`config.mk`:
```
export PLATFORM = sky130hd
export DESIGN_NAME = div_seq_arbiter
export DESIGN_NICKNAME = d
export VERILOG_FILES = /design/src/rtl/div_seq_arbiter.sv
export SDC_FILE = /design/constraint.sdc
export NUM_CORES = 1
export LEC_CHECK = 0
export CAP_MARGIN = 20
export CORE_MARGIN = 2
export CORE_UTILIZATION = 53
export CTS_BUF_LIST = sky130_fd_sc_hd__clkbuf_4
export DETAILED_ROUTE_END_ITERATION = 8
export PLACE_DENSITY = 0.91
export SLEW_MARGIN = 20
export SYNTH_ARGS = -nofsm -noshare
export SYNTH_HDL_FRONTEND = slang
export SYNTH_SLANG_ARGS = --single-unit
```
`constraint.sdc`:
```
create_clock -name clk -period 2.8 [get_ports clk]
set_input_delay 0.42 -clock clk [delete_from_list [all_inputs] [get_ports clk]]
set_output_delay 0.42 -clock clk [all_outputs]
set_load 0.01 [all_outputs]
```
`src/rtl/div_seq_arbiter.sv`:
```
// div_seq_arbiter: two-port round-robin front end sharing one restoring radix-2 divider
module div_seq_arbiter #(
    parameter int WIDTH = 8
) (
    input  logic             clk,
    input  logic             rst_n,
    input  logic             req0_valid,
    output logic             req0_ready,
    input  logic [WIDTH-1:0] req0_a,
    input  logic [WIDTH-1:0] req0_b,
    input  logic             req1_valid,
    output logic             req1_ready,
    input  logic [WIDTH-1:0] req1_a,
    input  logic [WIDTH-1:0] req1_b,
    output logic             resp_valid,
    input  logic             resp_ready,
    output logic             resp_id,
    output logic [WIDTH-1:0] resp_quot,
    output logic [WIDTH-1:0] resp_rem,
    output logic             resp_dbz
);
    localparam int CW = $clog2(WIDTH);
    typedef enum logic [1:0] {IDLE, CALC, DONE} state_t;
    state_t state;
    logic last_grant;
    logic idle;
    logic [WIDTH-1:0] acc, dvs, rem, rem_nxt, sel_a, sel_b;
    logic [WIDTH:0] trial;
    logic qbit;
    logic [CW-1:0] cnt;
    assign idle = rst_n && state == IDLE;
    assign req0_ready = idle && req0_valid && (!req1_valid || last_grant);
    assign req1_ready = idle && req1_valid && (!req0_valid || !last_grant);
    assign sel_a = req1_ready ? req1_a : req0_a;
    assign sel_b = req1_ready ? req1_b : req0_b;
    // acc shifts the dividend out of its MSB while quotient bits enter at its LSB
    assign trial = {rem, acc[WIDTH-1]};
    assign qbit = trial >= {1'b0, dvs};
    assign rem_nxt = qbit ? WIDTH'(trial - {1'b0, dvs}) : trial[WIDTH-1:0];
    always_ff @(posedge clk or negedge rst_n) begin
        if (!rst_n) begin
            state <= IDLE;
            last_grant <= 1'b1;
            acc <= '0;
            dvs <= '0;
            rem <= '0;
            cnt <= '0;
            resp_valid <= 1'b0;
            resp_id <= 1'b0;
            resp_quot <= '0;
            resp_rem <= '0;
            resp_dbz <= 1'b0;
        end else begin
            case (state)
                IDLE: if (req0_ready || req1_ready) begin
                    last_grant <= req1_ready;
                    resp_id <= req1_ready;
                    acc <= sel_a;
                    dvs <= sel_b;
                    rem <= '0;
                    cnt <= '0;
                    if (sel_b == '0) begin
                        state <= DONE;
                        resp_valid <= 1'b1;
                        resp_quot <= '1;
                        resp_rem <= sel_a;
                        resp_dbz <= 1'b1;
                    end else begin
                        state <= CALC;
                        resp_dbz <= 1'b0;
                    end
                end
                CALC: begin
                    acc <= {acc[WIDTH-2:0], qbit};
                    rem <= rem_nxt;
                    cnt <= cnt + 1'b1;
                    if (cnt == CW'(WIDTH - 1)) begin
                        state <= DONE;
                        resp_valid <= 1'b1;
                        resp_quot <= {acc[WIDTH-2:0], qbit};
                        resp_rem <= rem_nxt;
                    end
                end
                DONE: if (resp_ready) begin
                    resp_valid <= 1'b0;
                    state <= IDLE;
                end
                default: state <= IDLE;
            endcase
        end
    end
endmodule

```
==> results of run 1 <==
==> cell type report <==
class	count	area, sq um
clock buffer	6	45.0
clock inverter	2	13.8
fill	410	1440
inverter	13	48.8
multi-input combinational	200	1340
sequential	49	1230
tap	67	83.8
timing repair buffer	64	618
==> path summary, 6_finish.rpt <==
path                             from     endpoint  slack (ns)  cells past startpoint
hold reg to reg            last_grant   last_grant        0.48                      2
setup reg to reg               rem[5]  resp_rem[5]        0.47                      7
hold / removal                  rst_n     resp_dbz        0.13                      2
max in group asynchronous       rst_n       acc[6]        2.26                      2
min in group clk           last_grant   last_grant        0.48                      2
setup / recovery             state[0]   req1_ready        0.21                      5
==> flip-flops by register name (all words and copies together) (netlist names) <==
signal / count
last_grant: 1
cnt: 3
resp_quot: 8
rem: 8
acc: 8
resp_valid: 1
state: 2
resp_rem: 8
dvs: 8
resp_id: 1
resp_dbz: 1
==> per-stage QoR <==
step | utilization (%) | setup slack, ns | cells | hold WS (ns)
after floorplan | - | 0.822 | 275 | 0.124
after global placement | 68.8 | 0.401 | 393 | 0.459
after detailed placement | 68.8 | 0.357 | 393 | 0.462
after CTS | 70.1 | 0.199 | 401 | 0.149
after global routing | 70.1 | 0.108 | 401 | 0.165
final | 70.1 | 0.207 | 401 | 0.131
==> critical path, delay by kind of cell, from the launching register on <==
family                 cells  cell delay [ns]
DFF                        1             0.45
buffers and inverters      3             0.89
and+or+nand+nor            2             0.46
==> metal layers <==
layer / wire [microns] / GRT usage (%) / vias up / part of all wire (%)
met3: 426 / 5.35 / 9 / 6.7
li1: - / - / 1110 / -
met4: 61 / 6.04 / 0 / 0.97
met2: 3220 / 43.2 / 90 / 51
met5: 0 / 0 / - / 0
met1: 2610 / 29.9 / 1120 / 41
==> where the power goes <==
group	leakage [nW]	switching (mW)	internal, mW	total [mW]
logic	0.908	1.29	1.09	2.38
clock network	0.0360	0.222	0.110	0.333
registers	0.582	0.235	1.06	1.29
total	1.53	1.74	2.26	4.00
==> layout by cell type, fill, tap and decap left out, types with 2 or more instances in the layout <==
master,n
mux2_2,6
o22a_1,9
o21a_1,6
clkdlybuf4s50_1,56
a22oi_1,7
a31oi_1,3
dfrtp_1,48
nand3_1,6
a21o_1,4
nor2_1,13
nand2_1,42
o21ai_0,27
o211ai_1,5
buf_4,7
nor4_1,4
a21oi_1,8
nor2b_1,3
clkbuf_4,6
o21ai_1,2
ha_1,10
inv_1,13
mux2i_1,15
nand2b_1,4
nor3_1,2
==> kinds of logic (layout without fill, tap and decap cells) <==
family | Yosys count | in the layout | share of synthesized area, %
AOI/OAI and AO/OA | 82 | 82 | 20.6
and+or+nand+nor | 83 | 83 | 14.6
muxes | 22 | 22 | 8.67
adders and majority gates | 11 | 11 | 5.41
buffers and inverters | 26 | 85 | 4.38
xor gates and xnor gates | 2 | 2 | 0.653
DFF | 49 | 49 | 45.8
==> impl_metrics.json, run 1 <==
{
  "track_usage_pct": 24.2,
  "netlist_area_sq_um": 2680,
  "io_pins": 58,
  "n_antenna_cell": 0,
  "avgSynthCellArea_sq_um": 9.75,
  "worst_pin_slew_ns": 0.752,
  "slew_viol_final": 0,
  "max_cap_violations": 0,
  "final.setup.tns_ns": 0,
  "area_growth_pct": 25.8,
  "crit_path_top_delay_cell": "clkdlybuf4s50_1",
  "totalPowerFinal_mw": 4.00,
  "finalInstanceArea_sq_um": 3370,
  "grt_pass1_vias": 2284,
  "clock_latency_ns": 0.37,
  "fmax_ghz": 0.386,
  "ir_drop_v": 0.000539,
  "mappedNetlistNets": 323,
  "synth_top_area_cell": "dfrtp_1",
  "cts_setup_buffers": 0,
  "core.rowCount": 25,
  "ys.flop_type": "dfrtp_1",
  "ys_ff_latch": 49,
  "yosys.area.top_type_share_pct": 44.8,
  "required_ns": 2.38,
  "cts_tree": "done",
  "drt-total-wl_microns": 6320,
  "relSlewSlack_pct": 49.9,
  "synth_seq_area_share_pct": 45.8,
  "cts_hold_buf": 0,
  "synth_cell_type_count": 49,
  "wl_per_cell_microns": 15.8,
  "cts_buffers": 5,
  "cp.arrival_ns": 2.17,
  "cts_resized": 0,
  "async_reset_ff_share_pct": 100,
  "synthTopCellsByArea": "dfrtp_1, nand2_1, mux2i_1",
  "synth_edf_count": 0,
  "cp_max_fo": 19,
  "initial_core_util_pct": 55.7,
  "grt_pass1_wl_microns": 10300,
  "worstSetupEndpointType": "output port",
  "overflow": 0,
  "drc": 0,
  "leakage_nw": 1.53,
  "skew_ns": 0.0166,
  "synth_top_cells_by_count": "dfrtp_1, nand2_1, o21ai_0",
  "period_minus_slack_ns": 2.59,
  "path_clk_slew_ns": 0.15,
  "cp_cell_sequence": "nor3b_2 > nand3_1 > buf_4 > inv_1 > clkdlybuf4s50_1",
  "die_y_microns": 75.1,
  "chipWidth_microns": 75.1,
  "layout-drive-gt1-share_pct": 8.38,
  "via_count": 2329,
  "ant_nets": 0,
  "place_area_sq_um": 3320,
  "port_buffers": 57,
  "critPathMaxStageDelay_ns": 0.53,
  "rsz0062_at_grt": "no",
  "antenna_found_initial": 0,
  "post-route-period-util_pct": 92.6,
  "min_path_type": "primary input to async pin",
  "die-area_sq_um": 5650,
  "drtIter0Drc": 129,
  "synth.most_common_cell": "dfrtp_1",
  "yosysWarnings": 0,
  "powerDensity_nw_per_um2": 1190,
  "critPathLaunchType": "flop",
  "place_congestion": 0.835,
  "synthCells": 275,
  "setup_viol": 0,
  "grt_max_degree": 50,
  "outcome": "complete, no violations",
  "clock_sinks": 49,
  "dpl.hpwl_microns": 4730,
  "num-nets-final": 381,
  "clockRootBuffer": "clkbuf_4",
  "crit_type": "flop to output port",
  "core_sq_um": 4820,
  "clk_path_buf_depth": 2,
  "via_per_inst": 5.81,
  "first_pass_iters": 5,
  "finalHoldViolations": 0,
  "htree_levels": 2
}
(Power assumes the default switching activity.)
==> inputs of run 2 (changes only) <==
--- a/config.mk
+++ b/config.mk
@@ -7,10 +7,10 @@
 export LEC_CHECK = 0
 export CAP_MARGIN = 20
 export CORE_MARGIN = 2
-export CORE_UTILIZATION = 53
-export CTS_BUF_LIST = sky130_fd_sc_hd__clkbuf_4
+export CORE_UTILIZATION = 51
+export CTS_BUF_LIST = sky130_fd_sc_hd__clkbuf_4 sky130_fd_sc_hd__clkbuf_8 sky130_fd_sc_hd__clkbuf_16
 export DETAILED_ROUTE_END_ITERATION = 8
-export PLACE_DENSITY = 0.91
+export PLACE_DENSITY = 0.81
 export SLEW_MARGIN = 20
 export SYNTH_ARGS = -nofsm -noshare
 export SYNTH_HDL_FRONTEND = slang
==> run 2 against run 1 <==
Non-clock buffer count rose by 1. Maximum frequency rose by 4.1%. Largest power group unchanged. Die area rose by 3.7%. Clock power rose by 55%. Largest cell class unchanged. Worst hold slack improved by 0.13 ns. Critical endpoint unchanged.
==> impl_metrics.json, run 2 (synthesis results as in run 1) <==
{
  "htree_levels": 2,
  "reg2reg_slack_ns": 0.47,
  "chipWidth_microns": 76.5,
  "dpl.hpwl_microns": 4690,
  "finalHoldViolations": 0,
  "totalPowerFinal_mw": 4.18,
  "first_pass_iters": 4,
  "cts_resized": 0,
  "cts_tree": "done",
  "cts_hold_buf": 0,
  "place_congestion": 0.872,
  "utilization_pct": 67.4,
  "clock_sinks": 49,
  "die_y_microns": 76.5,
  "io_pins": 58,
  "cts_buffers": 5,
  "fmax_ghz": 0.402,
  "area_growth_pct": 28.3,
  "die-area_sq_um": 5860,
  "relSlewSlack_pct": 52.3,
  "cp.arrival_ns": 2.07,
  "grt_max_degree": 50,
  "n_antenna_cell": 0,
  "final.setup.tns_ns": 0,
  "initial_core_util_pct": 52.5,
  "fillCellCount": 436,
  "min_path_type": "primary input to async pin",
  "wl_per_cell_microns": 15.3,
  "drt-total-wl_microns": 6190,
  "overflow": 0,
  "num-nets-final": 382,
  "critPathLaunchType": "flop",
  "ant_nets": 0,
  "crit-reg2reg-launch": "rem[5]",
  "place_area_sq_um": 3330,
  "ir_drop_v": 0.000521,
  "leakage_nw": 1.55,
  "rsz0062_at_grt": "no",
  "clk_path_buf_depth": 2,
  "required_ns": 2.38,
  "via_per_inst": 5.64,
  "path_clk_slew_ns": 0.10,
  "powerDensity_nw_per_um2": 1220,
  "setup_viol": 0,
  "period_minus_slack_ns": 2.49,
  "via_count": 2283,
  "layout_commonest_cell": "clkdlybuf4s50_1",
  "max_cap_violations": 0,
  "finalInstanceArea_sq_um": 3440,
  "worstReg2RegEnd": "resp_rem[5]",
  "drc": 0,
  "layout-drive-gt1-share_pct": 8.66,
  "clock_latency_ns": 0.31,
  "outcome": "complete, no violations",
  "skew_ns": 0.0139,
  "reg2reg_depth": 7,
  "crit_type": "flop to output port",
  "core.rowCount": 26,
  "grt_pass1_vias": 2356,
  "drtIter0Drc": 197,
  "cp_max_fo": 19,
  "port_buffers": 57,
  "post-route-period-util_pct": 88.9,
  "worstSetupEndpointType": "output port",
  "core_sq_um": 5110,
  "antenna_found_initial": 0,
  "worst_pin_slew_ns": 0.716,
  "worst_hold_slack_ns": 0.260,
  "track_usage_pct": 22.6,
  "cts_setup_buffers": 0,
  "clockRootBuffer": "clkbuf_8",
  "layout_common_cells": "clkdlybuf4s50_1, dfrtp_1, nand2_1, o21ai_0, mux2i_1",
  "grt_pass1_wl_microns": 10800,
  "slew_viol_final": 0
}
==> run 2: cell count changes in the layout (fill, tap and decap cells not counted), sizes merged <==
cell	change
buf	+1
bufinv	+1
inv	-1
==> run 2: worst max-delay path by stage <==
stage / startpoint / cells after the start / slack (ns) / endpoint
6_report: state[0] / 5 / 0.31 / req1_ready
5_1_grt: state[0] / 5 / 0.23 / req1_ready
4_1_cts: state[0] / 5 / 0.31 / req1_ready
3_5_place_dp: req0_b[4] / 7 / 0.36 / resp_rem[2]
3_3_place_gp: req0_valid / 6 / 0.42 / req1_ready
2_1_floorplan: acc[7] / 10 / 0.82 / resp_rem[6]
==> run 2: critical path, stage by stage (launching register included) <==
cell	delay, ns
dfrtp_1	0.42
nor3b_2	0.31
nand3_1	0.17
buf_4	0.26
inv_1	0.08
clkdlybuf4s50_1	0.53
==> run 2: power breakdown <==
part / total (mW) / switching (mW) / internal, mW
Combinational: 2.38 / 1.28 / 1.09
Clock: 0.516 / 0.238 / 0.278
Sequential: 1.29 / 0.230 / 1.06
Total: 4.18 / 1.75 / 2.43
==> run 2: per-stage QoR <==
| step | setup slack [ns] | cells |
|---|---|---|
| after CTS | 0.306 | 405 |
| final | 0.310 | 405 |
| after detailed placement | 0.363 | 397 |
| after global routing | 0.231 | 405 |
| after floorplan | 0.822 | 275 |
| after global placement | 0.423 | 397 |
==> run 2: cell type report <==
cell class / count / area [sq um] / area share (%)
tap: 70 / 87.6 / 2.54
sequential: 49 / 1230 / 35.7
clock buffer: 6 / 76.3 / 2.22
clock inverter: 2 / 38.8 / 1.13
timing repair buffer: 65 / 626 / 18.2
inverter: 13 / 48.8 / 1.42
multi-input combinational: 200 / 1340 / 38.9
==> run 2: per-layer routing <==
| metal | GRT usage (%) | share of wire, % | wire, microns |
|---|---|---|---|
| met1 | 28.9 | 43 | 2690 |
| met2 | 38.6 | 49 | 3050 |
| met3 | 5.21 | 6.3 | 391 |
| met4 | 6.36 | 0.99 | 61 |
| met5 | 0 | 0 | 0 |
==> inputs of run 3 (changes only) <==
--- a/config.mk
+++ b/config.mk
@@ -11,7 +11,7 @@
 export CTS_BUF_LIST = sky130_fd_sc_hd__clkbuf_4 sky130_fd_sc_hd__clkbuf_8 sky130_fd_sc_hd__clkbuf_16
 export DETAILED_ROUTE_END_ITERATION = 8
 export PLACE_DENSITY = 0.81
-export SLEW_MARGIN = 20
+export SLEW_MARGIN = 10
 export SYNTH_ARGS = -nofsm -noshare
 export SYNTH_HDL_FRONTEND = slang
 export SYNTH_SLANG_ARGS = --single-unit
==> results of run 3 <==
No change in the layout: final DEF, timing and power equal those of run 2.
